File: src/rtl/level_meter_pkg.sv
// level_meter_pkg: shared alarm states, bar step table and saturating helpers for the level alarm monitor
package level_meter_pkg;
   typedef enum logic [2:0] {NORMAL, PEND_HIGH, ALARM_HIGH, PEND_LOW, ALARM_LOW} alarm_state_e;
   localparam logic [7:0] LEVEL_MAX = 8'd100;
   localparam logic [7:0] STEP [8] = '{8'd12, 8'd25, 8'd38, 8'd50, 8'd63, 8'd75, 8'd88, 8'd100};
   function automatic logic [7:0] sat_sub(input logic [7:0] a, input logic [7:0] b);
      return a > b ? a - b : 8'd0;
   endfunction
   function automatic logic [7:0] sat_add(input logic [7:0] a, input logic [7:0] b);
      logic [8:0] s;
      s = {1'b0, a} + {1'b0, b};
      return s > {1'b0, LEVEL_MAX} ? LEVEL_MAX : s[7:0];
   endfunction
endpackage

File: src/rtl/level_to_bar.sv
// level_to_bar: combinational percent to 8-segment LSB-first thermometer decoder
module level_to_bar
   import level_meter_pkg::*;
(
   input  logic [7:0] level,
   output logic [7:0] bar
);
   for (genvar k = 0; k < 8; k++) begin : g_seg
      assign bar[k] = level >= STEP[k];
   end
endmodule

File: src/rtl/level_alarm_monitor.sv
// level_alarm_monitor: level to LED bar plus persistence-filtered high/low alarms with a blinking alarm LED
module level_alarm_monitor
   import level_meter_pkg::*;
#(
   parameter int PERSIST_SAMPLES = 4,
   parameter int HYST            = 2,
   parameter int BLINK_DIV       = 25_000_000
) (
   input  logic       clk_100MHz,
   input  logic       reset,
   input  logic       sample_valid,
   input  logic [7:0] level,
   input  logic [7:0] high_threshold,
   input  logic [7:0] low_threshold,
   output logic [7:0] level_bar,
   output logic       alarm_high,
   output logic       alarm_low,
   output logic       alarm_led,
   output logic       level_error
);
   localparam int CW = BLINK_DIV > 1 ? $clog2(BLINK_DIV) : 1;
   localparam logic [CW-1:0] BLINK_LAST = CW'(BLINK_DIV - 1);
   localparam logic [3:0] PERSIST = 4'(PERSIST_SAMPLES);
   alarm_state_e state_q, state_d;
   logic [3:0] cnt_q, cnt_d, hi_cnt, lo_cnt;
   logic [CW-1:0] blink_q, blink_d;
   logic [7:0] bar_q, bar_d, bar;
   logic err_q, err_d, led_q, led_d, hi, lo, hclr, lclr, in_alarm, entry, wrap;
   level_to_bar u_bar (.level(level), .bar(bar));
   always_comb begin
      hi = level >= high_threshold;
      lo = !hi && level <= low_threshold;
      hclr = level <= sat_sub(high_threshold, 8'(HYST));
      lclr = level >= sat_add(low_threshold, 8'(HYST));
      hi_cnt = state_q == PEND_HIGH ? cnt_q + 4'd1 : 4'd1;
      lo_cnt = state_q == PEND_LOW ? cnt_q + 4'd1 : 4'd1;
      state_d = state_q;
      cnt_d = cnt_q;
      bar_d = bar_q;
      err_d = err_q;
      if (sample_valid) begin
         err_d = level > LEVEL_MAX;
         if (!err_d) begin
            bar_d = bar;
            // Alarm states release on their hysteresis point; other states release when neither side qualifies
            if (state_q == ALARM_HIGH ? hclr : state_q == ALARM_LOW ? lclr : !hi && !lo) begin
               state_d = NORMAL;
               cnt_d = 4'd0;
            end else if (hi && state_q != ALARM_HIGH) begin
               cnt_d = hi_cnt;
               state_d = hi_cnt >= PERSIST ? ALARM_HIGH : PEND_HIGH;
            end else if (lo && state_q != ALARM_LOW) begin
               cnt_d = lo_cnt;
               state_d = lo_cnt >= PERSIST ? ALARM_LOW : PEND_LOW;
            end
         end
      end
      in_alarm = state_d == ALARM_HIGH || state_d == ALARM_LOW;
      entry = in_alarm && state_d != state_q;
      wrap = blink_q == BLINK_LAST;
      blink_d = (!in_alarm || entry || wrap) ? '0 : blink_q + CW'(1);
      led_d = in_alarm && (entry || (wrap ? !led_q : led_q));
   end
   always_ff @(posedge clk_100MHz) begin
      if (reset) begin
         state_q <= NORMAL;
         cnt_q <= 4'd0;
         blink_q <= '0;
         bar_q <= 8'd0;
         err_q <= 1'b0;
         led_q <= 1'b0;
      end else begin
         state_q <= state_d;
         cnt_q <= cnt_d;
         blink_q <= blink_d;
         bar_q <= bar_d;
         err_q <= err_d;
         led_q <= led_d;
      end
   end
   assign level_bar = bar_q;
   assign alarm_high = state_q == ALARM_HIGH;
   assign alarm_low = state_q == ALARM_LOW;
   assign alarm_led = led_q;
   assign level_error = err_q;
endmodule

File: config.mk
export PLATFORM = sky130hd
export DESIGN_NAME = level_alarm_monitor
export DESIGN_NICKNAME = d
export VERILOG_FILES = /design/src/rtl/level_meter_pkg.sv /design/src/rtl/level_to_bar.sv /design/src/rtl/level_alarm_monitor.sv
export SDC_FILE = /design/constraint.sdc
export NUM_CORES = 1
export LEC_CHECK = 0
export BUFFER_PORTS_ARGS = -buffer_cell sky130_fd_sc_hd__buf_2
export CAP_MARGIN = 20
export CORE_MARGIN = 5
export CORE_UTILIZATION = 50
export DETAILED_ROUTE_END_ITERATION = 6
export GPL_TIMING_DRIVEN = 0
export PLACE_DENSITY = 0.7
export SLEW_MARGIN = 0
export SYNTH_ARGS = -nofsm -noshare
export SYNTH_HDL_FRONTEND = slang
export SYNTH_SLANG_ARGS = --single-unit
export TNS_END_PERCENT = 20
File: constraint.sdc
create_clock -name clk_100MHz -period 5 [get_ports clk_100MHz]
set_input_delay 0.25 -clock clk_100MHz [delete_from_list [all_inputs] [get_ports clk_100MHz]]
set_output_delay 0.25 -clock clk_100MHz [all_outputs]
set_load 0.02 [all_outputs]
==> impl_summary.md, run 1 <==
Run
Across the run, the number of max-cap violations was 0.

Clocking
The total clock buffers created by CTS is 5. The register clock-pin slew on the reported worst setup and hold paths is roughly 0.080 ns. The clock tree from TritonCTS is done. The total setup buffers inserted after CTS is 0. The insertion delay of the later-clocked pin in the worst-skew pair is slightly below 0.3 ns. The maximum level of the CTS H-tree is 2.

The tree built by TritonCTS fans out to 42 sinks. CTS placed an instance of sky130_fd_sc_hd__clkbuf_8 at the clock tree root. The clock tree buffer depth is 2.

Cells and area
The repair_antennas step left the layout with diodes totalling 0. The total non-filler cell area in the finished layout is around 3900 um^2. The fraction of final layout cells with drive strength greater than 1 is 0.157. The layout overhead on the synthesized area is 11.3%. The final layout contains approximately 540 nets.

Logic synthesis
The number of different library cells used by synthesis comes to between 60 and 70. The sequential-to-total area share from yosys stat is 0.242. The cell count after synthesis came out at roughly 430. Ranked by total cell area, the synthesized netlist is headed by sky130_fd_sc_hd__dfxtp_1 (24%), sky130_fd_sc_hd__ha_1 (13%), sky130_fd_sc_hd__nand2_1 (4.6%). The post-synthesis net count is 497. In the synthesized netlist, the cells that appear most often are sky130_fd_sc_hd__nand2_1 (43), sky130_fd_sc_hd__dfxtp_1 (42), sky130_fd_sc_hd__ha_1 (36), sky130_fd_sc_hd__nor2_1 (36). Among all cell types in the netlist, the one instantiated most often is sky130_fd_sc_hd__nand2_1. The share of synthesized registers carrying an async set or reset is 0. The synthesized design contains between 40 and 50 register bits. Yosys printed 0 warnings.

The main flop type after synthesis is sky130_fd_sc_hd__dfxtp_1. The fraction of synthesized cell area taken by the top area cell type is 0.242. Counting flops with a built-in enable in the synthesized netlist gives 0. The post-synthesis average cell area is roughly 8 um^2. sky130_fd_sc_hd__dfxtp_1 takes more of the synthesized area than any other cell. The total standard cell area after synthesis is between 3000 and 4000 um^2.

Setup path
The largest individual stage delay along the critical path comes from the cell sky130_fd_sc_hd__a221oi_1. The critical path data arrival time is between 4 and 5 ns. The critical path goes through buf_2, ha_1, and3_1, nand2_1, o21ai_0, a31oi_1, o21ai_0, o211ai_1, nand2b_1, ha_1, o21a_1, o21ai_0, a221oi_1, o22ai_1, a21oi_2, a2111oi_0, a211oi_1, nand2_1, buf_2, nor4b_1. The register-to-register path setup slack is 1.98 ns. The delay contributed by the slowest stage of the critical path is ~0.38 ns. Of all nets on the critical path, the largest fanout is 10. For the worst setup path, the data required time is approximately 5.2 ns. The type of element launching the critical path is a primary input. The kind of cell adding the most delay to the critical path is compound AO/OA/AOI/OAI gates. The number of buffers and inverters on the critical path is 2. Among the stages of the critical path, the cell type that occurs most often is sky130_fd_sc_hd__o21ai_0.

The critical path in this run is classified as primary input to flip-flop. The category of the worst setup path capture point is a flip-flop.

Floorplan
The die covers roughly 8700 um^2. Pin placement for this block handled 39 I/O pins. In this run the core area contains 30 standard-cell rows. The initial utilization of the core area, before any placement, comes to 0.512. The die extent in y is around 93 um. The placeable core region is around 6800 um^2. The die is ~93 um wide.

Placement
The congestion estimate from routability-driven global placement came to roughly 0.96. Detailed placement finished with a half-perimeter wire length of approximately 6.5 mm. The worst setup slack after placement is 0.0286 ns.

Input and output buffers added on the ports amount to 36. Once placement finished, the instance area stood at approximately 3800 um^2.

Timing
Dividing the final minimum period by the clock period gives 0.897. The final worst clock skew is 0.00621 ns. The minimum setup slack in the final design is just over 0.5 ns.

The total negative setup slack is 0 ns. The number of slew-limit violations in the final report is 0. The final count of negative-setup-slack endpoints is 0.

Measured against its own limit, the worst slew margin works out to 0.313. Setup repair after global routing left no endpoint under its margin. The measured slew at the worst slew-check pin is 1.03 ns. The final number of hold-violating endpoints is 0.

The minimum clock period is between 4 and 5 ns. The highest achievable clock rate is around 220 MHz.

Drt
The uppermost layer routed is met4. The number of optimization iterations in the first detailed-route pass is 6. In the detailed route, the total length drawn on met3 is roughly 260 um. Summed over all nets, wire length on met2 after detailed routing comes to 4.06 mm. The post-route DRC violation count is 0. The first routing iteration left 140 violations. The count of nets left with antenna violations after detail routing is 0. In the routed layout, each cell is associated on average with a via count of around 5.7.

In the final routing, the length of wire on met1 measures between 3 and 4 mm. The average wire per cell in the routed design is around 14 um. For this block, the via count after detailed routing is 3,283.

After detailed routing, the total wire length is approximately 8.3 mm.

Power
Of the total power, registers draw 0.427. Cell internal power was estimated by the tool at between 500 and 600 uW. For this design the ratio of total power to cell area is about 210 nW/um^2. Power comes to just over 800 uW. The static leakage is 1.56 nW.

Across the VDD grid, the largest voltage drop is between 0.1 and 0.15 mV. The share of total power in combinational logic is 0.295. In this run the power spent charging and discharging nets is about 270 uW. Of the total power, the share spent switching nets is 0.332. The share of power burned in the clock network is 0.278.

GRT
The total overflow left after global routing is 0. The largest net degree at the start of global routing is 13. The via count of the first global-routing pass is ~3,100. The initial antenna violation count is 0. The overall track demand over capacity in global routing is 0.194. The first global-routing pass estimated about 14 mm of wire.

Status
The run finished with clean final reports.

Min path
In this run the worst hold path is classified as primary input to flip-flop.
## logic make-up (layout without fill, tap and decap cells)
kind of cell,count (synthesis),in the layout,share of synthesized area
AOI/OAI and AO/OA,92,92,0.191
DFF,42,42,0.242
xor gates and xnor gates,32,32,0.0805
buffers and inverters,42,85,0.0546
other,1,1,0.00108
adders and majority gates,36,36,0.129
muxes,3,3,0.00935
and+or+nand+nor,186,186,0.293
## flip-flops by register name (all words and copies together), names as in the netlist
register,count
alarm_led,1
level_bar,8
cnt_q,4
state_q,3
level_error,1
blink_q,25
## layout by cell type, fill, tap and decap left out, types with 9 or more instances in the layout
| master | n |
|---|---|
| sky130_fd_sc_hd__nand3_1 | 22 |
| sky130_fd_sc_hd__xnor2_1 | 16 |
| sky130_fd_sc_hd__inv_1 | 22 |
| sky130_fd_sc_hd__dfxtp_1 | 42 |
| sky130_fd_sc_hd__ha_1 | 36 |
| sky130_fd_sc_hd__nand2_1 | 43 |
| sky130_fd_sc_hd__buf_2 | 41 |
| sky130_fd_sc_hd__xor2_1 | 16 |
| sky130_fd_sc_hd__nor3_1 | 19 |
| sky130_fd_sc_hd__clkbuf_1 | 10 |
| sky130_fd_sc_hd__and3_1 | 9 |
| sky130_fd_sc_hd__a21oi_1 | 20 |
| sky130_fd_sc_hd__nor2_1 | 36 |
| sky130_fd_sc_hd__nor4_2 | 10 |
| sky130_fd_sc_hd__o21ai_0 | 15 |
## through the flow
step | hold WS, ns | cells | utilization
finish | 0.240 | 573 | 0.570
global route | 0.258 | 573 | 0.570
CTS | 0.238 | 574 | 0.570
detailed placement | 0.459 | 566 | 0.557
floorplan | 0.412 | 434 | -
global placement | 0.443 | 566 | 0.557
## final cells by class
type	instances	area, um^2
timing repair buffer	36	180
buffer	18	100
inverter	23	86.3
tap	96	120
fill	651	2920
multi-input combinational	350	2450
clock inverter	1	5.00
clock buffer	7	86.3
sequential	42	841
## worst reg2reg max path, cell delays in order (launching register included)
cell and delay [ns]:
sky130_fd_sc_hd__dfxtp_1 0.41, sky130_fd_sc_hd__ha_1 0.25, sky130_fd_sc_hd__and2_1 0.15, sky130_fd_sc_hd__a21oi_1 0.09, sky130_fd_sc_hd__o21a_1 0.23, sky130_fd_sc_hd__nor4b_1 0.17, sky130_fd_sc_hd__o21a_1 0.23, sky130_fd_sc_hd__nor3_1 0.39
sky130_fd_sc_hd__mux2i_1 0.28, sky130_fd_sc_hd__nand2_1 0.19, sky130_fd_sc_hd__buf_2 0.27, sky130_fd_sc_hd__nor4b_1 0.27
## metal layers
metal / vias to the layer above / track usage
li1: 1679 / -
met1: 1534 / 0.253
met2: 61 / 0.341
met3: 9 / 0.0177
met4: 0 / 0.0537
met5: - / 0
## power groups by stage
stage | Combinational [mW] | Clock, mW | Sequential [mW]
floorplan | 0.166 | 0 | 0.361
global route | 0.271 | 0.248 | 0.349
finish | 0.241 | 0.227 | 0.348
global placement | 0.233 | 0 | 0.356
CTS | 0.240 | 0.232 | 0.348
detailed placement | 0.239 | 0 | 0.356
## worst paths after layout
| check | depth (start not counted) | from | to |
|---|---|---|---|
| worst max-delay path | 20 | low_threshold[1] | blink_q[1] |
| worst min-delay path | 3 | sample_valid | level_error |
| worst max register to register | 11 | cnt_q[0] | blink_q[1] |
| worst min register to register | 2 | level_bar[1] | level_bar[1] |
## what timing repair did
action,4_1_cts,5_1_grt
gates resized for setup,0,1
hold buffers,0,0
endpoints found under the setup margin,0,21
(Power assumes the default switching activity.)
==> run 2, diff against run 1 <==
--- a/config.mk
+++ b/config.mk
@@ -5,6 +5,7 @@
 export SDC_FILE = /design/constraint.sdc
 export NUM_CORES = 1
 export LEC_CHECK = 0
+export ABC_AREA = 1
 export BUFFER_PORTS_ARGS = -buffer_cell sky130_fd_sc_hd__buf_2
 export CAP_MARGIN = 20
 export CORE_MARGIN = 5
==> run 2 against run 1 <==
Effect of this change: clock skew rose by 0.00061 ns; largest power group unchanged; sequential share of layout area down 0.34 points; sequential power rose by 2%; die area up 1.0%; highest routed layer unchanged; worst hold slack better by 0.035 ns.
==> impl_summary.md, run 2 <==
Drt
The count of nets left with antenna violations after detail routing is 0 (unchanged). The count of routing violations after the opening detailed-route iteration came to 108 (was 140). The vias per cell is 5.11 (was 5.73). The overall via count from detail_route is 3,227 (was 3,283). The post-route DRC violation count is 0 (unchanged). The number of optimization iterations in the first detailed-route pass is 4 (was 6). The final routed wirelength across all metal layers is 7.46 mm (was 8.29 mm). The average wire per cell in the routed design was 11.8 um (was 14.5 um).

Timing
The worst slew margin relative to its limit is 0.623 (was 0.313). The minimum clock period is 3.24 ns (was 4.48 ns). The ratio of final minimum period to clock period was 0.647 (was 0.897). The total negative setup slack was 0 ns (unchanged). The number of slew-limit violations in the final report was 0 (unchanged). The measured slew at the worst slew-check pin was 0.565 ns (was 1.03 ns). The final count of negative-setup-slack endpoints was 0 (unchanged).

The final worst clock skew is 0.00682 ns (was 0.00621 ns). The final number of hold-violating endpoints is 0 (unchanged). Setup repair after global routing missed its margin: false (unchanged).

The highest achievable clock rate is 309 MHz (was 223 MHz). The minimum setup slack in the final design is 1.76 ns (was 0.516 ns).

GRT
The largest net degree at the start of global routing is 14 (was 13). The remaining global-route overflow is 0 (unchanged). The initial antenna violation count is 0 (unchanged). The overall track demand over capacity in global routing is 0.182 (was 0.194).

The via count of the first global-routing pass was 3,051 (was 3,117). The wire length of the first global-routing pass is 13.1 mm (was 14.2 mm).

Clocking
The insertion delay of the later-clocked pin in the worst-skew pair was 0.30 ns (was 0.29 ns). The total clock buffers created by CTS is 5 (unchanged). The total setup buffers inserted after CTS was 0 (unchanged). The maximum level of the CTS H-tree was 2 (unchanged). The clock tree buffer depth is 2 (unchanged). The post-cts gate resize count is 0 (unchanged). The hold buffer count at cts came to 0 (unchanged). The register clock-pin slew on the reported worst setup and hold paths is 0.08 ns (about the same). The clock tree from TritonCTS was done (unchanged).

The clock root buffer is sky130_fd_sc_hd__clkbuf_8 (unchanged). The count of clock tree sinks is 42 (unchanged).

Logic synthesis
The flip-flop and latch count after synthesis is 42 (unchanged). The count of synthesis-stage warnings from yosys is 0 (unchanged). The fraction of synthesized cell area taken by the top area cell type is 0.239 (was 0.242).

The post-synthesis average cell area is 7.17 um^2 (was 8.02 um^2). The main flop type after synthesis is sky130_fd_sc_hd__dfxtp_1 (unchanged). The share of synthesized registers carrying an async set or reset is 0 (unchanged).

The gate count after technology mapping is 491 (was 434). The most frequent cell after synthesis was sky130_fd_sc_hd__nand2_1 (unchanged). The number of different library cells in the post-synthesis netlist came to 42 (was 67).

Biggest area contributors in the synthesized netlist: sky130_fd_sc_hd__dfxtp_1 (24%), sky130_fd_sc_hd__ha_1 (13%), sky130_fd_sc_hd__nand2_1 (8.6%) (was sky130_fd_sc_hd__dfxtp_1 (24%), sky130_fd_sc_hd__ha_1 (13%), sky130_fd_sc_hd__nand2_1 (4.6%)). The total standard cell area after synthesis came to 3520 um^2 (was 3480 um^2). The number of enable flip-flop cells after synthesis is 0 (unchanged).

The sequential-to-total area share from yosys stat was 0.239 (was 0.242). Top cells by count, synth: sky130_fd_sc_hd__nand2_1 (81), sky130_fd_sc_hd__inv_1 (77), sky130_fd_sc_hd__nor2_1 (45), sky130_fd_sc_hd__dfxtp_1 (42), sky130_fd_sc_hd__ha_1 (36) (was sky130_fd_sc_hd__nand2_1 (43), sky130_fd_sc_hd__dfxtp_1 (42), sky130_fd_sc_hd__ha_1 (36), sky130_fd_sc_hd__nor2_1 (36)). The post-synthesis net count is 554 (was 497). The biggest area consumer among synthesized cells is sky130_fd_sc_hd__dfxtp_1 (unchanged).

Cells and area
The register with the most flip-flops is blink_q (unchanged). The final net count is 598 (was 539). The layout filler cell count came to 677 (was 651). The leading cell type in the layout, fill and taps excluded is sky130_fd_sc_hd__nand2_1 (unchanged). The post-layout instance count excluding filler cells was 632 (was 573).

The footprint of the multi-input gates is 2300 um^2 (was 2450 um^2). The storage element area is 841 um^2 (unchanged). Highest-count cells in the layout ignoring fill and taps: sky130_fd_sc_hd__nand2_1 (81), sky130_fd_sc_hd__inv_1 (77), sky130_fd_sc_hd__nor2_1 (45), sky130_fd_sc_hd__dfxtp_1 (42), sky130_fd_sc_hd__buf_2 (37) (was sky130_fd_sc_hd__nand2_1 (43), sky130_fd_sc_hd__dfxtp_1 (42), sky130_fd_sc_hd__buf_2 (41), sky130_fd_sc_hd__nor2_1 (36), sky130_fd_sc_hd__ha_1 (36)). The final core area utilization is 0.576 (was 0.570).

The layout overhead on the synthesized area is 11.8% (was 11.3%). The fraction of final layout cells with drive strength greater than 1 came to 0.194 (was 0.157). The antenna diode instance count is 0 (unchanged). The flip-flop count of the largest register after layout is 25 (unchanged).

Floorplan
The effective utilization at floorplan is 0.515 (was 0.512). The placeable core region is 6830 um^2 (was 6790 um^2). The horizontal die dimension is 93.9 um (was 93.4 um). The floorplan row count is 30 (unchanged). The full die area is 8820 um^2 (was 8730 um^2). The boundary pin count is 39 (unchanged). The die extent in y is 93.9 um (was 93.4 um).

Setup path
The kind of cell adding the most delay to the critical path is simple AND/OR/NAND/NOR gates (was compound AO/OA/AOI/OAI gates). The startpoint of the lowest-slack register-to-register path is cnt_q[0] (unchanged). The worst setup path startpoint is low_threshold[1] (unchanged).

The critical path data arrival time is 3.45 ns (was 4.68 ns). The cell depth of the worst setup path is 26 (was 20). The endpoint of the worst setup timing path is blink_q[19] (was blink_q[1]). The delay contributed by the slowest stage of the critical path is 0.31 ns (was 0.38 ns). The most numerous cell on the critical path is sky130_fd_sc_hd__nand2_1 (was sky130_fd_sc_hd__o21ai_0). The required time of the worst setup path is 5.21 ns (was 5.19 ns).

The highest fanout seen on the critical path is 10 (unchanged). The destination of the worst register-to-register timing path is blink_q[19] (was blink_q[1]). The path depth of the worst reg2reg path is 13 (was 11).

The slowest library cell on the worst path is sky130_fd_sc_hd__nor3_1 (was sky130_fd_sc_hd__a221oi_1). The type of the worst setup path is primary input to flip-flop (unchanged). The register-to-register path setup slack is 2.75 ns (was 1.98 ns). The category of the worst setup path capture point is a flip-flop (unchanged). The type of element launching the critical path is a primary input (unchanged). The count of buffer and inverter cells on the critical path is 5 (was 2).

Run
The max-capacitance violation count is 0 (unchanged).

Min path
The class of the tightest hold or removal check is primary input to flip-flop (unchanged).

Power
The static leakage was 1.76 nW (was 1.56 nW). The total power per unit cell area is 219 nW/um^2 (was 211 nW/um^2). The worst vdd rail ir drop is 0.117 mV (was 0.105 mV).

The post-layout total power came to 861 uW (was 816 uW).

Placement
The placed instance count is 624 (was 566). The sum of net half-perimeters after detailed placement is 6.09 mm (was 6.51 mm). The worst setup slack after placement is 1.50 ns (was 0.0286 ns).

The count of buffers inserted at the top-level ports is 37 (was 36). The final RePlAce weighted congestion was 0.803 (was 0.959).

Status
Outcome: finished clean (unchanged).
[run 2: cell count changes after synthesis, sizes merged, moves of 10 or more]
cell and delta:
nor4 -14, inv +60, nor3 +21, nor2 +12
nand2 +43, xnor2 -10
[run 2: layout make-up]
cell class,count,area share
plain buffers,7,0.0162
clock buffers,5,0.0175
clock inverters,3,0.0102
inverters,85,0.0811
multi-input cells,357,0.584
flip-flops and latches,42,0.214
well taps,96,0.0305
repair buffers,37,0.0471
[run 2: cells by family after synthesis]
kind of cell | Yosys count | synth area share
flip-flops | 42 | 0.239
AND/OR/NAND/NOR | 224 | 0.342
other | 1 | 0.00107
AO/OA/AOI/OAI | 65 | 0.102
buffers and inverters | 92 | 0.109
XOR/XNOR | 31 | 0.0793
adder cells (fa/ha/maj) | 36 | 0.128
[run 2: worst reg2reg max path, cell delays in order, from the launching register on]
cell and delay, ns:
sky130_fd_sc_hd__dfxtp_1 0.34, sky130_fd_sc_hd__ha_1 0.22, sky130_fd_sc_hd__xnor2_1 0.22, sky130_fd_sc_hd__nor2_1 0.08, sky130_fd_sc_hd__nor2_1 0.11, sky130_fd_sc_hd__nand4_1 0.20
sky130_fd_sc_hd__nand3_1 0.14, sky130_fd_sc_hd__nand3_2 0.10, sky130_fd_sc_hd__o21ai_2 0.11, sky130_fd_sc_hd__nand2_1 0.09, sky130_fd_sc_hd__nand2_2 0.09, sky130_fd_sc_hd__nand3_4 0.12
sky130_fd_sc_hd__buf_6 0.19, sky130_fd_sc_hd__nor3_2 0.15
[run 2: metal layers]
layer / GRT usage / vias up / routed length [um]
met5: 0 / - / 0
met4: 0.0481 / 0 / 97
met3: 0.0353 / 13 / 252
met2: 0.299 / 52 / 3420
met1: 0.242 / 1472 / 3690
li1: - / 1690 / -
[run 2: power by group]
| part | internal (mW) | switching, mW |
|---|---|---|
| sequential | 0.345 | 0.00957 |
| clock | 0.147 | 0.120 |
| combinational | 0.0842 | 0.155 |
[run 2: how the worst min path moves through the flow]
stage | startpoint | endpoint | slack, ns | cells past startpoint
after global routing | sample_valid | level_error | 0.29 | 3
after global placement | blink_q[0] | blink_q[0] | 0.45 | 1
after detailed placement | blink_q[0] | blink_q[0] | 0.45 | 1
after CTS | sample_valid | level_error | 0.26 | 3
after floorplan | level[7] | level_bar[6] | 0.42 | 2
final | sample_valid | level_error | 0.28 | 3
[run 2: through the flow]
stage | cell area, um^2 | hold slack (ns)
after floorplan | 3520 | 0.419
after global placement | 3820 | 0.452
after detailed placement | 3820 | 0.454
after CTS | 3930 | 0.265
after global routing | 3930 | 0.295
final | 3930 | 0.275
==> run 3, diff against run 2 <==
--- a/config.mk
+++ b/config.mk
@@ -12,7 +12,7 @@
 export CORE_UTILIZATION = 50
 export DETAILED_ROUTE_END_ITERATION = 6
 export GPL_TIMING_DRIVEN = 0
-export PLACE_DENSITY = 0.7
+export PLACE_DENSITY = 0.72
 export SLEW_MARGIN = 0
 export SYNTH_ARGS = -nofsm -noshare
 export SYNTH_HDL_FRONTEND = slang
==> constraint.sdc (replaced) <==
create_clock -name clk_100MHz -period 2.65 [get_ports clk_100MHz]
set_input_delay 0.1325 -clock clk_100MHz [delete_from_list [all_inputs] [get_ports clk_100MHz]]
set_output_delay 0.1325 -clock clk_100MHz [all_outputs]
set_load 0.02 [all_outputs]
==> run 3 against run 2 <==
Effect of this change: the run now ends with negative setup slack left; non-clock buffer count increased by 17; worst hold slack got worse by 0.12 ns; sequential cell count unchanged; clock skew increased by 0.0049 ns; final area increased by 12%; first-iteration DRC count increased by 17%; clock power increased by 90%; total power increased by 110%; sequential power increased by 89%; die area unchanged; via count increased by 4.8%; wire length increased by 14%; critical path type unchanged; largest power group unchanged.
==> impl_summary.md, run 3 (synthesized netlist as in run 2, its figures left out) <==
Clocking
The insertion delay of the later-clocked pin in the worst-skew pair is 0.30 ns (about the same). The total clock buffers created by CTS was 5 (unchanged). The clock root buffer is sky130_fd_sc_hd__clkbuf_8 (unchanged). The clock tree buffer depth is 2 (unchanged). The clock tree from TritonCTS is done (unchanged). The count of clock tree sinks was 42 (unchanged). The maximum level of the CTS H-tree is 2 (unchanged).

The register clock-pin slew on the reported worst setup and hold paths was 0.09 ns (was 0.08 ns).

Timing
The number of slew-limit violations in the final report was 0 (unchanged). Setup repair after global routing missed its margin: true (was false). The minimum setup slack in the final design came to -0.192 ns (was 1.76 ns).

The highest achievable clock rate is around 350 MHz. The final number of hold-violating endpoints is 0 (unchanged). The minimum clock period is 2.84 ns. The measured slew at the worst slew-check pin is 0.592 ns (was 0.565 ns). The worst hold margin is 0.154 ns (was 0.275 ns). The final worst clock skew is 0.0117 ns (was 0.00682 ns). In the finished design, the share of the clock period the worst path needs comes to 1.07.

The total negative setup slack is -4.10 ns (was 0 ns). The final count of negative-setup-slack endpoints is 28 (was 0). The worst slew margin relative to its limit is 0.605 (was 0.623).

Cells and area
The final net count is 615 (was 598). The register with the most flip-flops is blink_q (unchanged). The post-layout instance count excluding filler cells is 649 (was 632). The final core area utilization is 0.644 (was 0.576). The leading cell type in the layout, fill and taps excluded is sky130_fd_sc_hd__inv_1 (was sky130_fd_sc_hd__nand2_1). The layout overhead on the synthesized area is 25.0% (was 11.8%).

Highest-count cells in the layout ignoring fill and taps: sky130_fd_sc_hd__inv_1 (73), sky130_fd_sc_hd__nand2_1 (71), sky130_fd_sc_hd__dfxtp_1 (42), sky130_fd_sc_hd__nor2_1 (39), sky130_fd_sc_hd__buf_2 (34) (was sky130_fd_sc_hd__nand2_1 (81), sky130_fd_sc_hd__inv_1 (77), sky130_fd_sc_hd__nor2_1 (45), sky130_fd_sc_hd__dfxtp_1 (42), sky130_fd_sc_hd__buf_2 (37)). The fraction of final layout cells with drive strength greater than 1 came to 0.277 (was 0.194). The flip-flop count of the largest register after layout was 25 (unchanged).

The antenna diode instance count was 0 (unchanged).

Floorplan
The boundary pin count is 39 (unchanged). The placeable core region is 6830 um^2 (unchanged). The horizontal die dimension came to 93.9 um (unchanged). The effective utilization at floorplan is 0.515 (unchanged). The floorplan row count came to 30 (unchanged).

The full die area was 8820 um^2 (unchanged). The die extent in y is 93.9 um (unchanged).

Drt
The vias per cell is 5.21 (was 5.11). The count of nets left with antenna violations after detail routing came to 0 (unchanged). The final routed wirelength across all metal layers is 8.54 mm (was 7.46 mm). The overall via count from detail_route is 3,383 (was 3,227). The post-route DRC violation count is 0 (unchanged).

The average wire per cell in the routed design was 13.2 um (was 11.8 um). The count of routing violations after the opening detailed-route iteration is 126 (was 108). The number of optimization iterations in the first detailed-route pass came to 4 (unchanged).

Setup path
The highest fanout seen on the critical path is 7 (was 10). The type of the worst setup path is primary input to flip-flop (unchanged). The register-to-register path setup slack is 0.29 ns (was 2.75 ns). The slowest library cell on the worst path was sky130_fd_sc_hd__ha_4 (was sky130_fd_sc_hd__nor3_1). The delay contributed by the slowest stage of the critical path is 0.27 ns (was 0.31 ns).

The critical path data arrival time is 3.08 ns (was 3.45 ns). The required time of the worst setup path is 2.89 ns (was 5.21 ns). The type of element launching the critical path is a primary input (unchanged). The most numerous cell on the critical path is sky130_fd_sc_hd__nand2_2 (was sky130_fd_sc_hd__nand2_1). The category of the worst setup path capture point is a flip-flop (unchanged).

Power
The static leakage is 1.91 nW (was 1.76 nW). The total power per unit cell area is 410 nW/um^2 (was 219 nW/um^2). The worst vdd rail ir drop is 0.297 mV (was 0.117 mV).

Placement
The sum of net half-perimeters after detailed placement came to 6.27 mm (was 6.09 mm). The count of buffers inserted at the top-level ports is 37 (unchanged). The worst setup slack after placement is -0.632 ns (was 1.50 ns).

The final RePlAce weighted congestion is 0.843 (was 0.803). The placed instance count is 624 (unchanged).

GRT
The largest net degree at the start of global routing is 14 (unchanged). The wire length of the first global-routing pass came to 14.4 mm (was 13.1 mm). The remaining global-route overflow is 0 (unchanged). The overall track demand over capacity in global routing is 0.198 (was 0.182). The initial antenna violation count is 0 (unchanged). The via count of the first global-routing pass came to 3,216 (was 3,051).

Status
The final reports fail on negative setup slack. Outcome: complete, but fails checks (was finished clean).

Run
The max-capacitance violation count is 0 (unchanged).

Min path
The class of the tightest hold or removal check was primary input to flip-flop (unchanged).
run 3: cell types whose count changed in the layout (fill, tap and decap cells not counted), sizes merged:
cell,before,now
buf,43,59
clkbuf,6,8
clkinvlp,0,1
clkinv,4,2
run 3: stage by stage:
stage               power (mW)  area, um^2
finish                    1.80        4400
global route              1.91        4400
CTS                       1.73        4210
detailed placement        1.16        3900
global placement          1.15        3900
floorplan                 1.03        3600
run 3: path summary, 6_finish.rpt:
path | to | cells after the start | start
hold reg to reg | level_bar[0] | 2 | level_bar[0]
setup / recovery | blink_q[21] | 26 | low_threshold[3]
setup reg to reg | blink_q[21] | 13 | cnt_q[0]
hold / removal | level_error | 3 | sample_valid
run 3: where the power goes:
part | switching [mW] | internal (mW) | leakage (nW)
logic | 0.366 | 0.260 | 1.52
clock network | 0.226 | 0.281 | 0.0514
registers | 0.0200 | 0.651 | 0.341
total | 0.612 | 1.19 | 1.91
run 3: routing by layer:
metal / vias to the layer above / wire length (um) / track usage
met3: 14 / 263 / 0.0313
met5: - / 0 / 0
met4: 0 / 160 / 0.0650
met1: 1576 / 3710 / 0.230
li1: 1733 / - / -
met2: 60 / 4400 / 0.368
run 3: final cells by class:
class | instances | area (um^2)
clock buffer | 6 | 72.6
buffer | 7 | 80.1
multi-input combinational | 357 | 2520
fill | 601 | 2430
inverter | 85 | 339
tap | 96 | 120
timing repair buffer | 54 | 385
clock inverter | 2 | 37.5
sequential | 42 | 841
run 3: repair_timing:
item	in CTS	in global routing
buffers inserted	10	5
hold buffers	0	0
gates resized for setup	26	25
gates cloned	1	1
pin swaps	19	22
setup endpoints to repair	26	30
run 3: critical path, delay by kind of cell:
kind            cells  cell delay (ns)
compound gates      4             0.37
xor+xnor            1             0.20
fa+ha+maj           1             0.27
buf+inv             5             0.52
simple gates       15             1.59
